## src/rtl/sr_cmd_pkg.sv

```systemverilog
// Shared types and helpers for the SR flop-bank command generator.
// Holds the FSM state encoding, the pulse-length ceiling and the per-bit excitation rule.
package sr_cmd_pkg;

  typedef enum logic [1:0] {
    IDLE  = 2'd0,
    DRIVE = 2'd1,
    CHECK = 2'd2,
    DONE  = 2'd3
  } sr_cmd_state_t;

  localparam int SR_PULSE_MAX = 255;

  typedef struct packed {
    logic set_mask;
    logic clr_mask;
  } sr_excite_t;

  // SR excitation for one flop: set only bits that must rise, reset only bits that must fall.
  function automatic sr_excite_t sr_excite(input logic target, input logic shadow);
    sr_excite_t v;
    v.set_mask = target & ~shadow;
    v.clr_mask = ~target & shadow;
    return v;
  endfunction

endpackage

```

## src/rtl/sr_pulse_timer.sv

```systemverilog
// Loadable down-counter that times the S/R excitation pulse.
// Raises o_expire during the last cycle of the loaded interval, then goes idle.
module sr_pulse_timer #(
  parameter int WIDTH = 2
) (
  input  logic             clk,
  input  logic             rst,
  input  logic             i_load,
  input  logic [WIDTH-1:0] i_loadVal,
  output logic             o_expire
);

  logic [WIDTH-1:0] r_count;
  logic             r_active;

  // Counts i_loadVal down to zero; the cycle spent at zero is the expiry cycle.
  always_ff @(posedge clk) begin
    if (rst) begin
      r_count  <= '0;
      r_active <= 1'b0;
    end else if (i_load) begin
      r_count  <= i_loadVal;
      r_active <= 1'b1;
    end else if (r_active) begin
      if (r_count == '0) begin
        r_active <= 1'b0;
      end else begin
        r_count <= r_count - 1'b1;
      end
    end
  end

  assign o_expire = r_active && (r_count == '0);

endmodule

```

## src/rtl/sr_cmd_gen.sv

```systemverilog
// Command-side driver for a bank of SR flops: turns a target Q vector into timed S/R pulses.
// Define SR_READBACK_CHECK_EN to add a Q readback compare (err) after each changing command.
module sr_cmd_gen
  import sr_cmd_pkg::*;
#(
  parameter int N_BITS    = 8,
  parameter int PULSE_CYC = 2
) (
  input  logic              clk,
  input  logic              rst,
  input  logic              tgt_valid,
  output logic              tgt_ready,
  input  logic [N_BITS-1:0] tgt_data,
  output logic [N_BITS-1:0] s_out,
  output logic [N_BITS-1:0] r_out,
  input  logic [N_BITS-1:0] q_in,
  output logic              busy,
  output logic              done,
  output logic              err
);

  // Out-of-range pulse lengths are clamped to the legal 1..SR_PULSE_MAX window.
  localparam int PULSE_EFF = (PULSE_CYC < 1) ? 1 :
                             ((PULSE_CYC > SR_PULSE_MAX) ? SR_PULSE_MAX : PULSE_CYC);
  localparam int TMR_W = $clog2(PULSE_EFF + 1);
  localparam logic [TMR_W-1:0] TMR_LOAD = TMR_W'(PULSE_EFF - 1);

  sr_cmd_state_t r_state, w_stateNext;

  logic [N_BITS-1:0] r_sOut, r_rOut;
  logic [N_BITS-1:0] r_shadow, r_tgtQ;
  logic              r_done, r_tgtReady, r_busy;

  logic [N_BITS-1:0] w_setMask, w_clrMask;
  logic [N_BITS-1:0] w_sNext, w_rNext, w_shadowNext;
  logic              w_doneNext, w_load, w_latch, w_expire;
  sr_excite_t        w_exc;

  always_comb begin
    w_setMask = '0;
    w_clrMask = '0;
    w_exc     = '0;
    for (int i = 0; i < N_BITS; i++) begin
      w_exc        = sr_excite(tgt_data[i], r_shadow[i]);
      w_setMask[i] = w_exc.set_mask;
      w_clrMask[i] = w_exc.clr_mask;
    end
  end

  sr_pulse_timer #(
    .WIDTH(TMR_W)
  ) u_timer (
    .clk      (clk),
    .rst      (rst),
    .i_load   (w_load),
    .i_loadVal(TMR_LOAD),
    .o_expire (w_expire)
  );

`ifdef SR_READBACK_CHECK_EN
  logic r_err, w_errNext;
`else
  logic w_unused;
  assign w_unused = ^q_in;
`endif

  always_ff @(posedge clk) begin
    if (rst) begin
      r_state <= IDLE;
    end else begin
      r_state <= w_stateNext;
    end
  end

  // S/R masks are captured once at acceptance and simply held through DRIVE.
  always_comb begin
    w_stateNext  = r_state;
    w_sNext      = '0;
    w_rNext      = '0;
    w_doneNext   = 1'b0;
    w_load       = 1'b0;
    w_latch      = 1'b0;
    w_shadowNext = r_shadow;
`ifdef SR_READBACK_CHECK_EN
    w_errNext    = 1'b0;
`endif
    case (r_state)
      IDLE: begin
        if (tgt_valid && r_tgtReady) begin
          w_latch = 1'b1;
          if ((w_setMask == '0) && (w_clrMask == '0)) begin
            w_stateNext = DONE;
            w_doneNext  = 1'b1;
          end else begin
            w_stateNext = DRIVE;
            w_load      = 1'b1;
            w_sNext     = w_setMask;
            w_rNext     = w_clrMask;
          end
        end
      end
      DRIVE: begin
        if (w_expire) begin
          w_shadowNext = r_tgtQ;
`ifdef SR_READBACK_CHECK_EN
          w_stateNext  = CHECK;
`else
          w_stateNext  = DONE;
          w_doneNext   = 1'b1;
`endif
        end else begin
          w_sNext = r_sOut;
          w_rNext = r_rOut;
        end
      end
`ifdef SR_READBACK_CHECK_EN
      CHECK: begin
        w_stateNext = DONE;
        w_doneNext  = 1'b1;
        // Trust the real bank over our model when they disagree.
        if (q_in != r_tgtQ) begin
          w_errNext    = 1'b1;
          w_shadowNext = q_in;
        end
      end
`endif
      DONE: begin
        w_stateNext = IDLE;
      end
      default: begin
        w_stateNext = IDLE;
      end
    endcase
  end

  always_ff @(posedge clk) begin
    if (rst) begin
      r_sOut     <= '0;
      r_rOut     <= '0;
      r_done     <= 1'b0;
      r_tgtReady <= 1'b1;
      r_busy     <= 1'b0;
      r_shadow   <= '0;
      r_tgtQ     <= '0;
    end else begin
      r_sOut     <= w_sNext;
      r_rOut     <= w_rNext;
      r_done     <= w_doneNext;
      r_tgtReady <= (w_stateNext == IDLE);
      r_busy     <= (w_stateNext != IDLE);
      r_shadow   <= w_shadowNext;
      if (w_latch) begin
        r_tgtQ <= tgt_data;
      end
    end
  end

`ifdef SR_READBACK_CHECK_EN
  always_ff @(posedge clk) begin
    if (rst) begin
      r_err <= 1'b0;
    end else begin
      r_err <= w_errNext;
    end
  end
  assign err = r_err;
`else
  assign err = 1'b0;
`endif

  assign s_out     = r_sOut;
  assign r_out     = r_rOut;
  assign done      = r_done;
  assign busy      = r_busy;
  assign tgt_ready = r_tgtReady;

endmodule

```

## config.mk

```make
export PLATFORM = sky130hd
export DESIGN_NAME = sr_cmd_gen
export DESIGN_NICKNAME = d
export VERILOG_FILES = /design/src/rtl/sr_cmd_pkg.sv /design/src/rtl/sr_pulse_timer.sv /design/src/rtl/sr_cmd_gen.sv
export SDC_FILE = /design/constraint.sdc
export NUM_CORES = 1
export LEC_CHECK = 0
export CAP_MARGIN = 20
export CORE_MARGIN = 4
export CORE_UTILIZATION = 50
export CTS_CLUSTER_DIAMETER = 80
export DETAILED_ROUTE_END_ITERATION = 8
export GPL_TIMING_DRIVEN = 1
export PLACE_DENSITY = 0.93
export SYNTH_ARGS = -nofsm -noshare
export SYNTH_HDL_FRONTEND = slang
export SYNTH_HIERARCHICAL = 1
export SYNTH_SLANG_ARGS = --single-unit
```

## constraint.sdc

```tcl
create_clock -name clk -period 4.2 [get_ports clk]
set_input_delay 0.84 -clock clk [delete_from_list [all_inputs] [get_ports clk]]
set_output_delay 0.84 -clock clk [all_outputs]
set_load 0.01 [all_outputs]
```

* Word-level counts from Yosys, hierarchy flattened
Cells that the tools add are included.
Operators by class: mux-type cells 26, eq/ne operators 3, add/sub/neg operators 1, reductions and logical operators 14, bitwise operators 33
Operator list (number):
- two-way mux 8 bit | 5
- one-hot mux 8 bit (2 select lines) | 2
- NOT 1 bit | 17
- bitwise AND 1 bit | 16
- zero test 8 bit | 2
- two-way mux 1 bit | 14
- zero test 2 bit | 3
- two-way mux 2 bit | 3
- AND reduction 2 bit | 3
- != test 2 x 1 -> 1 bit (second input constant) | 2
- one-hot mux 2 bit (2 select lines) | 1
- nonzero test 2 bit | 2
- logical AND 1 bit | 3
- equality test 2 x 1 -> 1 bit (second input constant) | 1
- one-hot mux 1 bit (2 select lines) | 1
- OR reduction 2 bit | 1
- subtractor 2 x 1 -> 2 bit (second input constant) | 1
Word-level totals: logic and storage cells 88, input port bits 19, register bits after elaboration 40, output and inout port bits 20

* Depth between registers and ports, before layout
word-level depth 9, gate-level depth with buffers 8, mapped depth without buffers 7

* Hierarchy
Netlist, hierarchy kept.
By module, submodules not included:
- sr_cmd_gen | cells an instance 140, sequential area each 740.7 um2, area an instance 1448.9 um2, instances 1
- sr_pulse_timer | cells an instance 19, sequential area each 60.1 um2, area an instance 157.7 um2, instances 1

* Least setup slack after synthesis
OpenSTA, ideal clock, no wires.
kind input -> register, start in tgt_data[0], end reg u_timer.r_count[1], arrival 2046 ps, stages 6, library setup time 74 ps, required time 4126 ps, path buffers 0, path slack 2079 ps, cells stage by stage nor2b_1 -> nor4_1 -> nand4_1 -> and2_1 -> or3_1 -> a31oi_1
On the way: longest elaborated chain between the ends 8, elaborated cells between the ends (all ways) 10, those cells by class mux (3); bitwise (3); reduce/logical (4)
Ends and longest elaborated chain:
- start, declared | RTL line sr_cmd_gen.sv:13 | input logic [N_BITS-1:0] tgt_data,
- NOT 1 bit | RTL line sr_cmd_pkg.sv:23 | v.clr_mask = ~target & shadow;
- bitwise AND 1 bit | RTL line sr_cmd_pkg.sv:23
- zero test 8 bit | RTL line sr_cmd_gen.sv:91 | if ((w_setMask == '0) && (w_clrMask == '0)) begin
- logical AND 1 bit (*) | RTL line sr_cmd_gen.sv:91
- two-way mux 1 bit (*) | RTL line sr_cmd_gen.sv:91
- two-way mux 1 bit (*) | RTL line sr_cmd_gen.sv:89 | if (tgt_valid && r_tgtReady) begin
- two-way mux 1 bit (*) | RTL line sr_cmd_gen.sv:87 | case (r_state)
- via w_load | RTL line sr_cmd_gen.sv:36 | logic w_doneNext, w_load, w_latch, w_expire;
- OR reduction 2 bit (no line) (*)
- end signal, assigned | RTL line sr_pulse_timer.sv:22 | r_count <= i_loadVal;
- end signal, assigned | RTL line sr_pulse_timer.sv:28 | r_count <= r_count - 1'b1;
- end, declared | RTL line sr_pulse_timer.sv:13 | logic [WIDTH-1:0] r_count;
The timed path passes the listed nets; every way through them passes the cells marked *. A chain may end at the register's enable or synchronous reset.

* Worst setup path in the final report
start in tgt_valid, end reg u_timer.r_count[1]
On the way: longest elaborated chain between the ends 4
Ends and longest elaborated chain:
- start, declared | RTL line sr_cmd_gen.sv:11 | input logic tgt_valid,
- logical AND 1 bit | RTL line sr_cmd_gen.sv:89
- two-way mux 1 bit | RTL line sr_cmd_gen.sv:89
- two-way mux 1 bit | RTL line sr_cmd_gen.sv:87
- via w_load | RTL line sr_cmd_gen.sv:36
- OR reduction 2 bit (no line)
The timed path passes the listed nets, and every way through them passes these cells.

==> flow_metrics.env <==
export IMPL_layout_nets=205
export IMPL_setup_ws_ps=1593
export IMPL_ctsHoldBuffers=0
export IMPL_grt_pass1_vias=1286
export IMPL_areaGrowthSynthToFinish_pct=21.65
export IMPL_synth_seq_cells=40
export IMPL_end_kind="flop"
export IMPL_n_fill_cell=260
export IMPL_via_count=1264
export IMPL_route_detailed_wl_per_inst_um=14.02
export IMPL_intPower_w=0.0005681
export IMPL_cts_made_buffers=5
export IMPL_ctsResizeCount=0
export IMPL_timing_fmax_mhz=383.6
export IMPL_power_leakage_nw=0.7567
export IMPL_antenna_found_initial=0
export IMPL_synth_common_cells="dfxtp_1, nand2_1, a32o_1, nor2b_1, nor2_1"
export IMPL_hold_viol_final=0
export IMPL_synth_seq_area_share_pct=49.84
export IMPL_dpl_hpwl_um=2406
export IMPL_fp_dieArea_mm2=0.004184
export IMPL_portBuffers=29
export IMPL_yosys_area_top_type="dfxtp_1"
export IMPL_vdd_drop_max_mv=0.2049
export IMPL_worstPathArrival_ps=2810
export IMPL_yosysUniqueCellTypes=30
export IMPL_layout_drive_gt1_share_pct=6.989
export IMPL_routed_via_density=5.496
export IMPL_status="complete, no violations"
export IMPL_synth_most_common_cell="dfxtp_1"
export IMPL_die_x_um=64.69
export IMPL_antenna_cells=0
export IMPL_place_ws_ps=1253
export IMPL_stdcell_area_mm2=0.001954
export IMPL_combPwrFrac_pct=13.5
export IMPL_synth_edf_count=0
export IMPL_r2r_slack_ps=2120
export IMPL_gp_congestion=0.8204
export IMPL_multiInputGateArea_um2=713.2
export IMPL_critPathRequiredTime_ps=4400
export IMPL_cts_sinks=40
export IMPL_die_y_um=64.69
export IMPL_grt_overflow=0
export IMPL_cp_max_fo=19
export IMPL_synth_cell_area_mm2=0.001607
export IMPL_grt_pass1_wl_um=5471
export IMPL_clk_latency_ps=360
export IMPL_clk_pin_slew_ps=110
export IMPL_p_per_area_mw_per_mm2=388.5
export IMPL_grt_usage_pct=17.24
export IMPL_pwr_share_seq_pct=53.5
export IMPL_post_cts_buffers=0
export IMPL_finalCritPeriodShare_pct=62.07
export IMPL_cts_tree="done"
export IMPL_slew_headroom_pct=38.75
export IMPL_startpoint_type="primary input"
export IMPL_drv_slew=0
export IMPL_avgSynthCellArea_um2=10.10
export IMPL_min_period_ps=2607
export IMPL_seq_area_um2=800.8
export IMPL_cts_max_level=2
export IMPL_synthCells=159
export IMPL_ys_flop_type="dfxtp_1"
export IMPL_first_iter_violations=78
export IMPL_cts_root_buf="clkbuf_4"
export IMPL_switchingPower_w=0.0001912
export IMPL_place_area_mm2=0.001874
export IMPL_cts_buffer_depth=2
export IMPL_drtPass1Iterations=4
export IMPL_dp_cells=222
export IMPL_criticalPathCategory="primary input to flop"
export IMPL_num_rows=20
export IMPL_switching_share_pct=25.18
export IMPL_core_area_mm2=0.003053
export IMPL_worstMarginPinSlew_ps=915.9
export IMPL_final_core_util_pct=64.02
export IMPL_synth_async_reset_ratio_pct=0
export IMPL_tns_ps=0
export IMPL_yosysWarnings=6
export IMPL_start_util_pct=52.62
export IMPL_pwr_share_clk_pct=32.9
export IMPL_layoutNonFillerInstCount=230
export IMPL_skew_ps=16.11
export IMPL_setup_viol=0
export IMPL_min_path_type="flop to flop"
export IMPL_synthTopCellsByArea="dfxtp_1, a32o_1, nor2b_1"
export IMPL_ant_nets=0
export IMPL_wl_um=3225
export IMPL_grt_max_degree=24
export IMPL_drc=0
export IMPL_ios=39
export IMPL_cap_violations=0
export IMPL_rsz0062_at_grt="false"
export IMPL_synth_top_area_share_pct=49.84
==> worst max-delay path, cell delays in order <==
cell and delay, ps:
clkdlybuf4s50_1 450, and3b_1 590, nor2b_4 430, and2_1 280
nor2_1 70, nand2_1 70, a31oi_1 80
==> layer usage <==
metal	share of wire [%]	routed length, um	track usage, %	up-vias
met1	42	1340	18.76	595
met2	50	1628	29.25	45
li1	-	-	-	613
met3	5.1	166	3.640	11
met5	0	0	0	-
met4	2.8	90	12.93	0
==> logic make-up (layout without fill, tap and decap cells) <==
| family | after synthesis | after routing | synth area share, % |
|---|---|---|---|
| and+or+nand+nor | 61 | 61 | 21.73 |
| DFF | 40 | 40 | 49.84 |
| AOI/OAI and AO/OA | 31 | 31 | 15.65 |
| buffers and inverters | 15 | 41 | 5.996 |
| muxes | 8 | 8 | 4.985 |
| other | 2 | 3 | 0.4675 |
| adders and majority gates | 1 | 1 | 0.7787 |
| xor gates and xnor gates | 1 | 1 | 0.5453 |
==> through the flow <==
step	power [W]	hold WS (ps)
floorplan	0.0004859	435.7
global placement	0.0005102	441.4
detailed placement	0.0005171	452.5
CTS	0.0007637	468.7
global route	0.0007969	478.8
finish	0.0007594	466.3
==> cell usage in the layout (no fill, tap or decap) <==
cell type        count
nor2_1              11
nor4_1               4
nor4b_4              1
nand3b_1             1
a32o_1              16
bufinv_16            1
conb_1               3
a31oi_1              1
a21oi_1              9
and3b_1              1
nor2_4               1
and2_2               1
or3_1                1
inv_1                4
dfxtp_1             40
clkdlybuf4s50_1     29
clkbuf_4             5
clkinvlp_4           1
nor2b_1             16
and2_1               1
ha_1                 1
clkinv_2             1
o21a_1               3
xnor2_1              1
nand2b_1             1
nor2b_4              2
nand4_1              1
nand2_1             19
mux2i_1              8
o32ai_1              2
==> layout make-up <==
class	instances	area share, %
timing repair buffer	29	14.85
sequential	40	40.97
inverter	4	0.7682
tap	44	2.817
clock inverter	3	2.177
multi-input combinational	105	36.49
clock buffer	5	1.921
==> power by group through the flow <==
| stage | clock network (W) | registers [W] | logic, W |
|---|---|---|---|
| after floorplan | 0 | 0.000416 | 0.0000699 |
| after global placement | 0 | 0.000413 | 0.0000968 |
| after detailed placement | 0 | 0.000415 | 0.000102 |
| after CTS | 0.000254 | 0.000407 | 0.000103 |
| after global routing | 0.000276 | 0.000409 | 0.000112 |
| final | 0.000250 | 0.000407 | 0.000103 |
==> flip-flops by register name, indices dropped and copies added, names as in the netlist <==
name and cells:
s_out 8, tgt_ready 1, r_state 2, u_timer/r_count 2, r_shadow 8, done 1
busy 1, r_tgtQ 8, u_timer/r_active 1, r_out 8
==> final timing paths <==
| kind | depth (start not counted) | from | end |
|---|---|---|---|
| worst max-delay path | 7 | tgt_valid | u_timer/r_count[1]$_SDFFE_PP0P_ |
| worst min-delay path | 2 | r_tgtQ[2]$_SDFFE_PP0P_ | r_tgtQ[2]$_SDFFE_PP0P_ |
| worst max register to register | 6 | r_state[0]$_SDFF_PP0_ | u_timer/r_count[1]$_SDFFE_PP0P_ |
| worst min register to register | 2 | r_tgtQ[2]$_SDFFE_PP0P_ | r_tgtQ[2]$_SDFFE_PP0P_ |
(Power assumes the default switching activity.)
